[config.mk]
export PLATFORM = sky130hd
export DESIGN_NAME = rr_arbiter_8
export DESIGN_NICKNAME = d
export VERILOG_FILES = /design/src/rtl/rr_arbiter_8.sv
export SDC_FILE = /design/constraint.sdc
export NUM_CORES = 1
export LEC_CHECK = 0
export ABC_AREA = 1
export BUFFER_PORTS_ARGS = -buffer_cell sky130_fd_sc_hd__buf_4
export CORE_ASPECT_RATIO = 0.8
export CORE_MARGIN = 3
export CORE_UTILIZATION = 62
export DETAILED_ROUTE_END_ITERATION = 10
export PLACE_DENSITY_LB_ADDON = 0.3
export SLEW_MARGIN = 40
export SYNTH_ARGS = -nofsm -noshare
export SYNTH_HDL_FRONTEND = slang
export SYNTH_SLANG_ARGS = --single-unit
[constraint.sdc]
create_clock -name clk -period 3.81 [get_ports clk]
set_clock_uncertainty 0.2 [all_clocks]
set_input_delay 0.381 -clock clk [delete_from_list [all_inputs] [get_ports clk]]
set_output_delay 0.381 -clock clk [all_outputs]
set_load 0.01 [all_outputs]
[src/rtl/rr_arbiter_8.sv]
// rr_arbiter_8 -- eight-way round-robin arbiter with a bounded hold time.
//
// A requester keeps the grant for as long as it keeps requesting. Once it
// has held the grant for MAX_HOLD consecutive cycles and someone else is
// waiting, it is forced to hand over. A new owner is granted at the same
// edge the old one releases, so there is no idle cycle between owners.
// All outputs are registered.
//
// Ports:
//   clk        rising-edge clock
//   rst        asynchronous active-high reset
//   req[7:0]   request vector, bit i = requester i
//   gnt[7:0]   one-hot grant (all zero when no owner)
//   gnt_idx    binary index of the current owner
//   gnt_valid  high while a grant is held
module rr_arbiter_8 #(
  parameter int unsigned MAX_HOLD = 8
) (
  input  logic       clk,
  input  logic       rst,
  input  logic [7:0] req,
  output logic [7:0] gnt,
  output logic [2:0] gnt_idx,
  output logic       gnt_valid
);

  localparam logic [7:0] MaxHold = 8'(MAX_HOLD);

  typedef enum logic {
    IDLE  = 1'b0,
    GRANT = 1'b1
  } state_t;

  state_t     state_q, state_d;
  logic [2:0] ptr_q, ptr_d;
  logic [7:0] hold_cnt_q, hold_cnt_d;
  logic [2:0] idx_q, idx_d;
  logic       valid_q, valid_d;
  logic [7:0] gnt_q, gnt_d;

  logic [7:0] others;
  logic       own_req;
  logic [2:0] win_idle;
  logic [2:0] win_next;

  // First set bit of r, scanning base, base+1, ... modulo 8.
  function automatic logic [2:0] rr_pick(input logic [7:0] r, input logic [2:0] base);
    logic [2:0] pick;
    logic [2:0] cand;
    logic       found;
    pick  = '0;
    found = 1'b0;
    for (int unsigned i = 0; i < 8; i++) begin
      cand = base + 3'(i);
      if (!found && r[cand]) begin
        pick  = cand;
        found = 1'b1;
      end
    end
    return pick;
  endfunction

  always_comb begin
    own_req  = req[idx_q];
    others   = req & ~(8'b1 << idx_q);
    win_idle = rr_pick(req, ptr_q);
    // Handover search starts just past the current owner; only the other
    // requesters are candidates, so the owner never re-wins a forced handover.
    win_next = rr_pick(others, idx_q + 3'd1);
  end

  always_comb begin
    state_d    = state_q;
    ptr_d      = ptr_q;
    hold_cnt_d = hold_cnt_q;
    idx_d      = idx_q;
    valid_d    = valid_q;

    unique case (state_q)
      IDLE: begin
        if (req != '0) begin
          state_d    = GRANT;
          idx_d      = win_idle;
          valid_d    = 1'b1;
          hold_cnt_d = 8'd1;
          ptr_d      = win_idle + 3'd1;
        end
      end
      GRANT: begin
        if (own_req && (hold_cnt_q < MaxHold || others == '0)) begin
          if (hold_cnt_q < MaxHold) begin
            hold_cnt_d = hold_cnt_q + 8'd1;
          end
        end else if (others != '0) begin
          idx_d      = win_next;
          hold_cnt_d = 8'd1;
          ptr_d      = win_next + 3'd1;
        end else begin
          state_d    = IDLE;
          valid_d    = 1'b0;
          hold_cnt_d = '0;
        end
      end
      default: begin
        state_d = IDLE;
        valid_d = 1'b0;
      end
    endcase

    gnt_d = valid_d ? (8'b1 << idx_d) : '0;
  end

  always_ff @(posedge clk or posedge rst) begin
    if (rst) begin
      state_q    <= IDLE;
      ptr_q      <= '0;
      hold_cnt_q <= '0;
      idx_q      <= '0;
      valid_q    <= 1'b0;
      gnt_q      <= '0;
    end else begin
      state_q    <= state_d;
      ptr_q      <= ptr_d;
      hold_cnt_q <= hold_cnt_d;
      idx_q      <= idx_d;
      valid_q    <= valid_d;
      gnt_q      <= gnt_d;
    end
  end

  assign gnt       = gnt_q;
  assign gnt_idx   = idx_q;
  assign gnt_valid = valid_q;

endmodule

==> results.py, run 1 <==
metrics = {
    "critical_path": {
        "worstPathArrival_ns": 3.41,
        "end_kind": "register",
        "timing.rr.start": "ptr_q[1]",
        "crit_start": "ptr_q[1]",
        "cp_slowest_stage_delay_ns": 0.62,
        "start_kind": "register",
        "worst-path-max-fanout": 9,
        "crit_type": "reg2reg",
        "crit_family": "simple AND/OR/NAND/NOR gates",
        "critPathBufInv": 2,
        "slowest_stage": "dfrtp_1",
        "crit_chain": "clkinv_2 > ha_1 > inv_2 > nand3_1 > nand3_2 > nand2_4 > nor2_8 > nand3_4 > nor3_4 > nand2_2 > nand3_1 > nand2_1 > o21ai_0 > ha_1 > nand2_1 > o21ai_0",
        "cp.required_ns": 3.76,
    },
    "sta": {
        "finalCriticalPeriod_ns": 3.46,
        "max_freq_mhz": 289,
        "tightestPinTransition_ns": 0.696,
        "setup_viol": 0,
        "drv_slew": 0,
        "rsz0062_at_grt": "no",
        "hold_viol_final": 0,
        "finalCritPeriodShare_pct": 90.9,
        "maxSlewHeadroom_pct": 53.6,
        "tns_ns": 0,
    },
    "global_routing": {
        "grt.total_usage_pct": 26.3,
        "grt_max_degree": 25,
        "grt_pass1_vias": 2756,
        "grt_pass1_wl_um": 12400,
        "grt_overflow_total": 0,
        "grt_antenna_before_repair": 0,
    },
    "cts": {
        "cts_max_level": 1,
        "postCtsSetupBuffers": 0,
        "tritoncts": "done",
        "cts-resized-gates": 0,
        "path_clk_slew_ns": 0.08,
        "clk_latency_ns": 0.26,
        "cts_buffer_depth": 2,
        "numCtsBuffers": 3,
        "cts.sinks": 24,
        "cts_root_buffer": "clkbuf_8",
    },
    "final_layout": {
        "area_delta_synth_final_pct": 7.31,
        "layout-drive-gt1-share_pct": 25.2,
        "final_cell_mix": "nand2_1, nand3_1, inv_1",
        "diodes": 0,
        "nets": 492,
        "mostFrequentLayoutCell": "nand2_1",
    },
    "hold_path": {
        "min-delay-start": "hold_cnt_q[5]",
        "holdCritPathClass": "reg2reg",
    },
    "synthesis": {
        "yosysSeqAreaShare_pct": 19.7,
        "syn_area_per_cell_um2": 6.80,
        "synth_area_mm2": 0.00305,
        "syn_inst": 448,
        "syn-num-nets": 470,
        "ys_seq_elements": 24,
        "synth_cell_type_count": 44,
        "ys_warn_count": 0,
    },
    "floorplan": {
        "dieArea_mm2": 0.00580,
        "core_mm2": 0.00465,
        "die-width_um": 84.4,
        "fp.dieH_um": 68.7,
        "initial_utilization_pct": 65.5,
        "num_io_pins": 22,
        "rows": 22,
    },
    "route": {
        "routed_wl_um": 7330,
        "firstDrtPassIters": 5,
        "drc_errors": 0,
        "vias_per_cell": 5.75,
        "ant_nets": 0,
        "vias": 3035,
        "drt-initial-drc-count": 319,
        "detail_route.wl_per_cell_um": 13.9,
    },
    "run_status": {
        "status": "finished, final reports clean",
    },
    "placement": {
        "place_congestion": 1.00,
        "portBuffers": 21,
        "hpwl_um": 5790,
    },
    "run": {
        "max-cap-violations": 0,
    },
}
[metal layers]
metal / GRT usage, % / vias to the layer above / part of all wire (%) / wire length, µm
met3: 4.51 / 11 / 9.4 / 686
met2: 41.9 / 149 / 42 / 3070
met4: 6.92 / 0 / 0.78 / 57
li1: - / 1508 / - / -
met1: 37.4 / 1367 / 48 / 3510
met5: 0 / - / 0 / 0
[logic make-up after synthesis]
group | after synthesis | synth area share (%)
adder cells (fa/ha/maj) | 12 | 4.93
flip-flops | 24 | 19.7
XOR/XNOR | 6 | 3.82
AND/OR/NAND/NOR | 299 | 52.9
AO/OA/AOI/OAI | 39 | 8.33
buffers and inverters | 68 | 10.3
[worst reg2reg max path, delay by kind of cell, from the launching register on]
kind            cells  cell delay [ns]
simple gates       10             1.12
fa+ha+maj           2             0.72
flops               1             0.62
buf+inv             2             0.39
compound gates      2             0.30
[synth_stat cells (all sizes together)]
| cell | n | share of area, % |
|---|---|---|
| o21a | 1 | 0.25 |
| clkinv | 1 | 0.16 |
| nand3 | 87 | 18 |
| buf | 8 | 2.8 |
| nor4 | 2 | 0.41 |
| xor2 | 3 | 2.1 |
| a221oi | 1 | 0.29 |
| inv | 58 | 7.1 |
| nor3 | 2 | 0.70 |
| and2 | 1 | 0.21 |
| xnor2 | 3 | 1.7 |
| dfrtp | 24 | 20 |
| clkbuf | 1 | 0.16 |
| a21oi | 15 | 3.4 |
| a21boi | 3 | 0.74 |
| nand2 | 147 | 22 |
| a31oi | 2 | 0.41 |
| o21bai | 2 | 0.49 |
| ha | 12 | 4.9 |
| nand3b | 1 | 0.25 |
| o21ai | 15 | 2.7 |
| or2 | 1 | 0.29 |
| nor2 | 43 | 7.1 |
| nand4 | 15 | 4.0 |
[state kept, by name (all words and copies together), names as in the netlist]
name        flops
gnt_idx         3
hold_cnt_q      8
gnt_valid       1
ptr_q           3
gnt             8
state_q         1
[area by class of cell]
class	instances	area [µm²]
Clock buffer	3	41.3
Fill cell	416	1380
Inverter	59	223
Multi-Input combinational cell	356	2130
Sequential cell	24	601
Tap cell	60	75.1
Timing Repair Buffer	26	198
[final timing paths]
path	end	depth (start not counted)	slack (ns)
setup / recovery	ptr_q[1]	16	0.35
hold / removal	hold_cnt_q[5]	2	0.30
setup reg to reg	ptr_q[1]	16	0.35
hold reg to reg	hold_cnt_q[5]	2	0.30
max in group asynchronous	hold_cnt_q[7]	3	2.57
min in group asynchronous	gnt[1]	3	0.50
[stage by stage]
stage                     cells  utilization (%)  hold slack (ns)  cell area, µm²  setup slack [ns]
after floorplan             448                -            0.196            3050             0.808
after global placement      524             69.2            0.280            3220             0.430
after detailed placement    524             69.2            0.247            3220             0.400
after CTS                   528             70.3            0.306            3270             0.382
after global routing        528             70.3            0.327            3270            0.0310
final                       528             70.3            0.304            3270             0.347
[repair_timing]
action / CTS / global route
hold buffers: 1 / 0
setup endpoints to repair: 0 / 0
endpoints found under the hold margin: 24 / 0
Power of run 1 is not shown: default switching activity piles up to over one toggle a cycle in this logic, so the estimate is an artifact.
==> run 2: changes to the inputs <==
--- a/config.mk
+++ b/config.mk
@@ -12,7 +12,7 @@
 export CORE_UTILIZATION = 62
 export DETAILED_ROUTE_END_ITERATION = 10
 export PLACE_DENSITY_LB_ADDON = 0.3
-export SLEW_MARGIN = 40
+export SLEW_MARGIN = 0
 export SYNTH_ARGS = -nofsm -noshare
 export SYNTH_HDL_FRONTEND = slang
 export SYNTH_SLANG_ARGS = --single-unit
==> constraint.sdc (replaced) <==
create_clock -name clk -period 3.7 [get_ports clk]
set_clock_uncertainty 0.2 [all_clocks]
set_input_delay 0.37 -clock clk [delete_from_list [all_inputs] [get_ports clk]]
set_output_delay 0.37 -clock clk [all_outputs]
set_load 0.01 [all_outputs]
==> run 2 against run 1 <==
Wire length increased by 1.5%. Count of clock-buffer cells in the layout unchanged. Die area is the same. Flip-flop and latch count unchanged. Sequential share of layout area hardly changed. Via count is 1.8% higher. Non-clock buffer count up 1. Setup slack better by 0.00053 ns. Global-route usage is 0.82 points higher. Critical path type unchanged.
==> results.py, run 2 (synthesis results as in run 1) <==
metrics = {
    "run": {
        "max-cap-violations": 0,
    },
    "global_routing": {
        "grt.total_usage_pct": 27.2,
        "grt_overflow_total": 0,
        "grt_pass1_wl_um": 12800,
        "grtUsageMet2_pct": 44.5,
        "use_met1_pct": 38.5,
        "grt_pass1_vias": 2827,
        "grt_antenna_before_repair": 0,
        "grt_max_degree": 25,
        "grt_use_met3_pct": 2.14,
        "grt_busiest_layer": "met2",
    },
    "critical_path": {
        "worstReg2RegEnd": "ptr_q[1]",
        "r2r_cells": 16,
        "crit_family": "adder cells",
        "crit_start": "gnt_idx[1]",
        "critPathBufInv": 1,
        "cp_slowest_stage_delay_ns": 0.51,
        "worstPathArrival_ns": 3.30,
        "crit_type": "reg2reg",
        "reg2reg_slack_ns": 0.35,
        "end_kind": "register",
        "crit_chain": "ha_1 > ha_1 > xor2_1 > inv_2 > nand3_1 > nand2_2 > nor2_4 > nand4_1 > nand2_1 > nand2_1 > nand2_2 > nand2_1 > o21ai_0 > ha_1 > nand2_1 > o21ai_0",
        "start_kind": "register",
        "timing.rr.start": "gnt_idx[1]",
        "cpMostUsedCell": "nand2_1",
        "worst-path-max-fanout": 10,
        "slowest_stage": "dfrtp_1",
        "cp.required_ns": 3.65,
    },
    "final_layout": {
        "mostFrequentLayoutCell": "nand2_1",
        "diodes": 0,
        "nFillCells": 396,
        "final_cell_mix": "nand2_1, nand3_1, inv_1",
        "area_delta_synth_final_pct": 7.47,
        "nets": 493,
        "final-seq-area_um2": 601,
        "final_area_mm2": 0.00328,
        "layout-drive-gt1-share_pct": 25.4,
        "final_cells": 529,
        "multi_input_area_mm2": 0.00213,
    },
    "floorplan": {
        "core_mm2": 0.00465,
        "die-width_um": 84.4,
        "fp.dieH_um": 68.7,
        "dieArea_mm2": 0.00580,
        "num_io_pins": 22,
        "initial_utilization_pct": 65.5,
        "rows": 22,
    },
    "cts": {
        "cts_root_buffer": "clkbuf_8",
        "cts_max_level": 1,
        "cts_buffer_depth": 2,
        "postCtsSetupBuffers": 0,
        "cts.sinks": 24,
        "tritoncts": "done",
        "cts_hold_buf": 0,
        "numCtsBuffers": 3,
        "path_clk_slew_ns": 0.08,
        "cts-resized-gates": 0,
        "clk_latency_ns": 0.26,
    },
    "hold_path": {
        "holdCritPathClass": "in2async",
    },
    "placement": {
        "place_area_mm2": 0.00323,
        "dp.cells": 526,
        "place_congestion": 0.926,
        "portBuffers": 21,
        "hpwl_um": 5870,
    },
    "sta": {
        "finalCritPeriodShare_pct": 90.6,
        "tightestPinTransition_ns": 0.872,
        "maxSlewHeadroom_pct": 41.8,
        "rsz0062_at_grt": "no",
        "drv_slew": 0,
        "finalCriticalPeriod_ns": 3.35,
        "setup_viol": 0,
        "tns_ns": 0,
        "hold_viol_final": 0,
        "max_freq_mhz": 298,
    },
    "run_status": {
        "status": "finished, final reports clean",
    },
    "route": {
        "firstDrtPassIters": 5,
        "vias_per_cell": 5.84,
        "routed_wl_um": 7440,
        "detail_route.wl_per_cell_um": 14.1,
        "vias": 3090,
        "ant_nets": 0,
        "drc_errors": 0,
        "drt-initial-drc-count": 291,
    },
}
-- run 2: changes by cell type in the layout (fill, tap and decap cells not counted) --
cell | previous run | this run
inv_2 | 19 | 18
inv_1 | 39 | 40
buf_4 | 25 | 27
dlygate4sd3_1 | 1 | 0
-- run 2: area by class of cell --
cell class,count,area share (%)
clock buffer,3,1.26
inverter,59,6.80
multi-input combinational,356,65.1
sequential,24,18.3
tap,60,2.29
timing repair buffer,27,6.19
-- run 2: stage by stage --
step / worst slack, ns / hold WS, ns / utilization (%)
after global routing: 0.148 / 0.151 / 70.4
after floorplan: 0.698 / 0.185 / -
after CTS: 0.392 / 0.130 / 70.4
after global placement: 0.510 / 0.280 / 69.5
after detailed placement: 0.411 / 0.282 / 69.5
final: 0.348 / 0.0870 / 70.4
-- run 2: layer usage --
layer	vias up	share of wire (%)	wire length, µm
met3	11	7.3	540
li1	1504	-	-
met2	148	43	3200
met4	0	1.3	100
met1	1427	48	3590
met5	-	0	0
-- run 2: worst max-delay path by stage --
stage,endpoint,slack (ns),depth (start not counted)
after floorplan,ptr_q[1],0.70,18
after global placement,ptr_q[1],0.51,17
after detailed placement,ptr_q[1],0.41,16
after CTS,ptr_q[1],0.39,16
after global routing,ptr_q[1],0.15,18
final,ptr_q[1],0.35,16
Power of run 2 is left out for the same reason.
